## config.mk

```make
export PLATFORM = sky130hd
export DESIGN_NAME = mpu_result_collector
export DESIGN_NICKNAME = d
export VERILOG_FILES = /design/src/rtl/mpu_result_collector.sv
export SDC_FILE = /design/constraint.sdc
export NUM_CORES = 1
export LEC_CHECK = 0
export BUFFER_PORTS_ARGS = -buffer_cell sky130_fd_sc_hd__clkbuf_2
export CAP_MARGIN = 40
export CORE_MARGIN = 4
export CORE_UTILIZATION = 50
export CTS_CLUSTER_DIAMETER = 60
export CTS_CLUSTER_SIZE = 24
export DETAILED_ROUTE_END_ITERATION = 8
export PLACE_DENSITY = 0.74
export SYNTH_ARGS = -nofsm -noshare
export SYNTH_HDL_FRONTEND = slang
export SYNTH_SLANG_ARGS = --single-unit
```

## constraint.sdc

```tcl
create_clock -name clk -period 5.94 [get_ports clk]
set_input_delay 0.594 -clock clk [delete_from_list [all_inputs] [get_ports clk]]
set_output_delay 0.594 -clock clk [all_outputs]
set_load 0.05 [all_outputs]
```

## src/rtl/mpu_result_collector.sv

```systemverilog
// mpu_result_collector: gathers the MPU scalar result stream into a row-major
// MAT_ROWS x MAT_COLS buffer, then replays it with row/col tags over a second
// stb/ack handshake. matrix_done pulses when the last element is taken.
// FILL and DRAIN never overlap. Every output is registered.
module mpu_result_collector #(
  parameter int MAT_ROWS   = 3,
  parameter int MAT_COLS   = 3,
  parameter int DATA_WIDTH = 32,
  localparam int ROW_W     = (MAT_ROWS > 1) ? $clog2(MAT_ROWS) : 1,
  localparam int COL_W     = (MAT_COLS > 1) ? $clog2(MAT_COLS) : 1
) (
  input  logic                  clk,
  input  logic                  rst,
  input  logic [DATA_WIDTH-1:0] output_z,
  input  logic                  output_stb,
  output logic                  output_ack,
  output logic [DATA_WIDTH-1:0] result_z,
  output logic [ROW_W-1:0]      result_row,
  output logic [COL_W-1:0]      result_col,
  output logic                  result_stb,
  input  logic                  result_ack,
  output logic                  matrix_done
);

  localparam int TOTAL = MAT_ROWS * MAT_COLS;
  localparam int IDX_W = (TOTAL > 1) ? $clog2(TOTAL) : 1;

  localparam logic [IDX_W-1:0] IDX_LAST = IDX_W'(TOTAL - 1);
  localparam logic [COL_W-1:0] COL_LAST = COL_W'(MAT_COLS - 1);

  typedef enum logic {FILL, DRAIN} state_t;

  state_t                  state;
  logic [IDX_W-1:0]        wr_idx;
  logic [IDX_W-1:0]        rd_idx;
  logic [IDX_W-1:0]        nxt_rd;
  logic [DATA_WIDTH-1:0]   mem [TOTAL];
  logic                    in_xfer;
  logic                    out_xfer;

  assign in_xfer  = output_stb && output_ack;
  assign out_xfer = result_stb && result_ack;
  assign nxt_rd   = rd_idx + IDX_W'(1);

  // Element storage; contents are don't-care after reset, so no reset here.
  always_ff @(posedge clk) begin
    if (!rst && state == FILL && in_xfer)
      mem[wr_idx] <= output_z;
  end

  // FILL/DRAIN control with registered handshake and replay outputs.
  // Row/col are kept as counters alongside rd_idx instead of dividing.
  always_ff @(posedge clk) begin
    if (rst) begin
      state       <= FILL;
      wr_idx      <= '0;
      rd_idx      <= '0;
      output_ack  <= 1'b0;
      result_stb  <= 1'b0;
      result_z    <= '0;
      result_row  <= '0;
      result_col  <= '0;
      matrix_done <= 1'b0;
    end else begin
      matrix_done <= 1'b0;
      case (state)
        FILL: begin
          output_ack <= 1'b1;
          if (in_xfer) begin
            if (wr_idx == IDX_LAST) begin
              output_ack <= 1'b0;
              state      <= DRAIN;
              wr_idx     <= '0;
              rd_idx     <= '0;
              result_stb <= 1'b1;
              // With a single element the buffer write lands this same edge.
              result_z   <= (TOTAL == 1) ? output_z : mem[0];
              result_row <= '0;
              result_col <= '0;
            end else begin
              wr_idx <= wr_idx + IDX_W'(1);
            end
          end
        end
        DRAIN: begin
          if (out_xfer) begin
            if (rd_idx == IDX_LAST) begin
              result_stb  <= 1'b0;
              matrix_done <= 1'b1;
              state       <= FILL;
              output_ack  <= 1'b1;
              rd_idx      <= '0;
            end else begin
              rd_idx   <= nxt_rd;
              result_z <= mem[nxt_rd];
              if (result_col == COL_LAST) begin
                result_col <= '0;
                result_row <= result_row + ROW_W'(1);
              end else begin
                result_col <= result_col + COL_W'(1);
              end
            end
          end
        end
        default: state <= FILL;
      endcase
    end
  end

endmodule

```

==> flow_summary.rst <==
.. list-table::
   :header-rows: 1

   * - Metric
     - Value
   * - Status
     - complete, no violations
   * - Critical path capture point type
     - flip-flop
   * - Cell type with the highest aggregate area in the netlist
     - edfxtp_1
   * - Post-route minimum period
     - 3.460 ns
   * - I/O pin count
     - 75
   * - Clock Pin Slew Worst Setup and Hold Paths
     - around 0.080 ns
   * - First-pass detailed-route iteration total
     - 5
   * - Wire length after detailed routing
     - 26660 µm
   * - Cell at the root of the clock tree
     - clkbuf_16
   * - Arrival time reported for the critical path endpoint
     - approximately 3.9 ns
   * - Number of buffers inserted for hold repair after clock tree synthesis
     - 0
   * - Max-Cap Viols
     - 0
   * - Sequential standard cell area
     - between 9000 and 10000 µm²
   * - Number of instances resized during post-cts repair
     - 0
   * - Hpwl dp
     - between 15000 and 20000 µm
   * - Vertical extent of the die
     - 170.2 µm
   * - Critical Path RT
     - 6.35 ns
   * - DRC violations left
     - 0
   * - Clock latency at the later pin of the worst-skew pair
     - around 0.54 ns
   * - Synth-to-layout area growth
     - 12.90%
   * - Mean area per synthesized cell
     - around 18 µm²
   * - Layer with the highest usage after global routing
     - met2
   * - Vias in the first global route
     - ~7000
   * - Number of pins with negative max-slew slack in the final report
     - 0
   * - Total number of placement rows
     - 59
   * - Kind of start point of the critical path
     - flip-flop
   * - Initial DRC count
     - approximately 610
   * - Top achievable clock speed
     - approximately 290 MHz
   * - Final cell area excluding filler cells
     - 14860 µm²
   * - Area of the core region
     - 25980 µm²
   * - Routed length per instance
     - ~23 µm
   * - Synthesized instance count
     - 730
   * - Leakage power figure
     - between 0.004 and 0.005 µW
   * - Setup violators final
     - 0
   * - Clock net sink count
     - 336
   * - Final worst-path cycle share
     - a little under 60%
   * - Overall die area
     - a little under 30000 µm²
   * - Last weighted congestion value of the routability-driven placer
     - just over 0.7
   * - GRT Total Usage
     - between 10% and 20%
   * - Num CTS Buffers
     - 24
   * - GR met1 Demand/Resource
     - between 20 and 25%
   * - Total Power
     - approximately 4400 µW
   * - Largest net degree at the start of global routing
     - ~50
   * - Placed Area
     - 14010 µm²
   * - Power per cell area
     - ~290 nW/µm²
   * - Antenna violations before repair
     - 2
   * - CTS tree
     - built
   * - Number of routed nets with antenna violations
     - 0
   * - CP max FO
     - 37
   * - Layout Nets
     - 849
   * - Type of the most critical hold path
     - primary input to flip-flop
   * - Slew headroom
     - about two fifths
   * - Initial standard-cell utilization of the core
     - ~51%
   * - Met2 usage in global routing
     - a little under a third
   * - Overflow left after global routing
     - 0
   * - Number of different library cells in the post-synthesis netlist
     - 39
   * - Skew final
     - roughly 0.024 ns
   * - Synth top area share
     - between 60% and 70%
   * - Port Buf Inserts
     - 74
   * - Syn nets
     - around 770
   * - Routed vias/inst
     - roughly 6
   * - Sequential share of the synthesized area
     - 73.02%
   * - Proportion of layout cells with a drive suffix above 1
     - between 20% and 30%
   * - Die W
     - 170.2 µm
   * - Post-CTS Setup Repair Bufs
     - 0
   * - Unrepaired setup endpoints after global routing
     - no
   * - Yosys synthesis warning count
     - 0
   * - VDD IR-drop max
     - 0.0002926 V
   * - Post-Syn Area
     - about 13000 µm²
   * - Filler cells
     - 1942
   * - Final hold slack
     - 0.3178 ns
   * - Post-layout utilization of the core
     - between 50% and 60%
   * - Global routing usage on met3
     - 3.020%
   * - Worst Max-Slew Pin Slew
     - 0.8688 ns
   * - First-pass GRT wire length
     - approximately 41000 µm
   * - Flip-flop and latch count after synthesis
     - approximately 340
   * - Multi-input combinational cell area
     - around 3300 µm²
   * - Overall via count from detail_route
     - just under 7000
   * - Cell types occupying the most area after synthesis
     - edfxtp_1 (66%), mux4_2 (11%), dfxtp_1 (7.3%)
   * - Number of H-tree levels
     - 1
   * - Setup TNS after final layout
     - 0 ns
   * - Type of the setup path with the least slack
     - flip-flop to flip-flop
   * - Count of final hold-check violations
     - 0
   * - Max Root-Sink Buffers
     - 3
## through the flow
stage	cells	setup slack, ns
floorplan	730	1.428
global placement	1107	2.483
detailed placement	1116	2.415
CTS	1160	2.382
global route	1161	2.138
finish	1161	2.480
## cell usage in the layout, fill, tap and decap left out, types with 2 or more instances in the layout
master     synthesis  final
nor3_2             0      2
edfxtp_1         288    288
xnor2_1            2      2
mux4_2            63     63
ha_1               6      5
clkbuf_16          0     24
and3_1             6      2
inv_8              0      2
dfxtp_1           48     47
nor2b_1            2      2
clkinv_8           0      5
o22a_1            31     31
a21oi_1           41     41
buf_16             0      2
and3_2             0      4
nand3_1            3      3
nand3b_1           4      4
clkinv_2           0      2
clkbuf_2           0     74
and2_2             0      4
inv_6              0      2
buf_12             0      6
o21ai_0            9      9
inv_16             0      2
inv_1              8      8
nor3_1             8      6
nor2_1            44     43
clkbuf_1          14      3
nand2_1           41     40
o21ai_2           31     31
mux2i_1           33     33
buf_4              5     10
## power breakdown
group          switching (µW)  internal (µW)  leakage [µW]
combinational            63.8           28.9       0.00141
sequential               5.49           2570       0.00298
clock                     895            817      0.000405
## final cells by class
class | instances | area share [%]
Antenna cell | 1 | 0.01684
Clock buffer | 27 | 4.118
Clock inverter | 17 | 1.575
Inverter | 9 | 0.2274
Multi-Input combinational cell | 344 | 22.36
Sequential cell | 336 | 64.70
Tap cell | 335 | 2.821
Timing Repair Buffer | 92 | 4.177
## worst max-delay path, cell delays in order (launching register included)
cell	delay, ns
dfxtp_4	0.76
buf_4	0.73
nand3_1	0.24
xor2_1	0.36
a21o_1	0.53
buf_4	0.41
o22a_1	0.22
o21ai_2	0.05
## flip-flops by register name (all words and copies together) (netlist names)
name and cells:
mem 288, output_ack 1, result_col 2, result_stb 1, rd_idx 4, result_z 32, state 1, wr_idx 4
result_row 2, matrix_done 1
## synth_stat cells
cell type  number
nor2b_1         2
nor3_1          8
mux2i_1        33
or3_1           1
nand3b_4        1
nand2b_1        1
buf_2          12
xor2_1          1
nand4b_1        1
nor4_1          2
clkinv_1        1
o22a_1         31
nor2_1         44
mux4_1          1
a211oi_1        1
xnor2_1         2
a21o_1          1
a31oi_1         1
o21ai_2        31
and3_1          6
nand3_1         3
mux4_2         63
o21ai_0         9
inv_1           8
ha_1            6
o22ai_1         1
a21oi_1        41
and3b_1         1
nand2_1        41
o311a_1         1
edfxtp_1      288
clkbuf_1       14
buf_6           6
buf_4           5
dfxtp_1        48
xor2_4          1
nand3b_1        4
and2_1          5
buf_1           4
## worst paths after layout
path                              from                        end  slack, ns  depth (start not counted)
max reg2reg     rd_idx[0]$_SDFFE_PP0P_  result_z[12]$_SDFFE_PP0P_       2.48                          7
max             rd_idx[0]$_SDFFE_PP0P_  result_z[12]$_SDFFE_PP0P_       2.48                          7
min                         result_ack     matrix_done$_SDFF_PP0_       0.32                          3
min reg2reg  result_z[13]$_SDFFE_PP0P_  result_z[13]$_SDFFE_PP0P_       0.46                          2
## cells by family after synthesis
| logic type | after synthesis | share of synthesized area, % |
|---|---|---|
| xor+xnor | 4 | 0.4089 |
| mux | 97 | 13.49 |
| buf+inv | 50 | 2.025 |
| fa+ha+maj | 6 | 0.5705 |
| flops | 336 | 73.02 |
| simple gates | 120 | 4.165 |
| compound gates | 117 | 6.314 |
## metal layers
layer / part of all wire, % / wire length, µm
met4: 2.5 / 665
met5: 0.049 / 13
met3: 5.2 / 1397
met2: 50 / 13450
met1: 42 / 11130
Power figures use the tool's default switching activity.
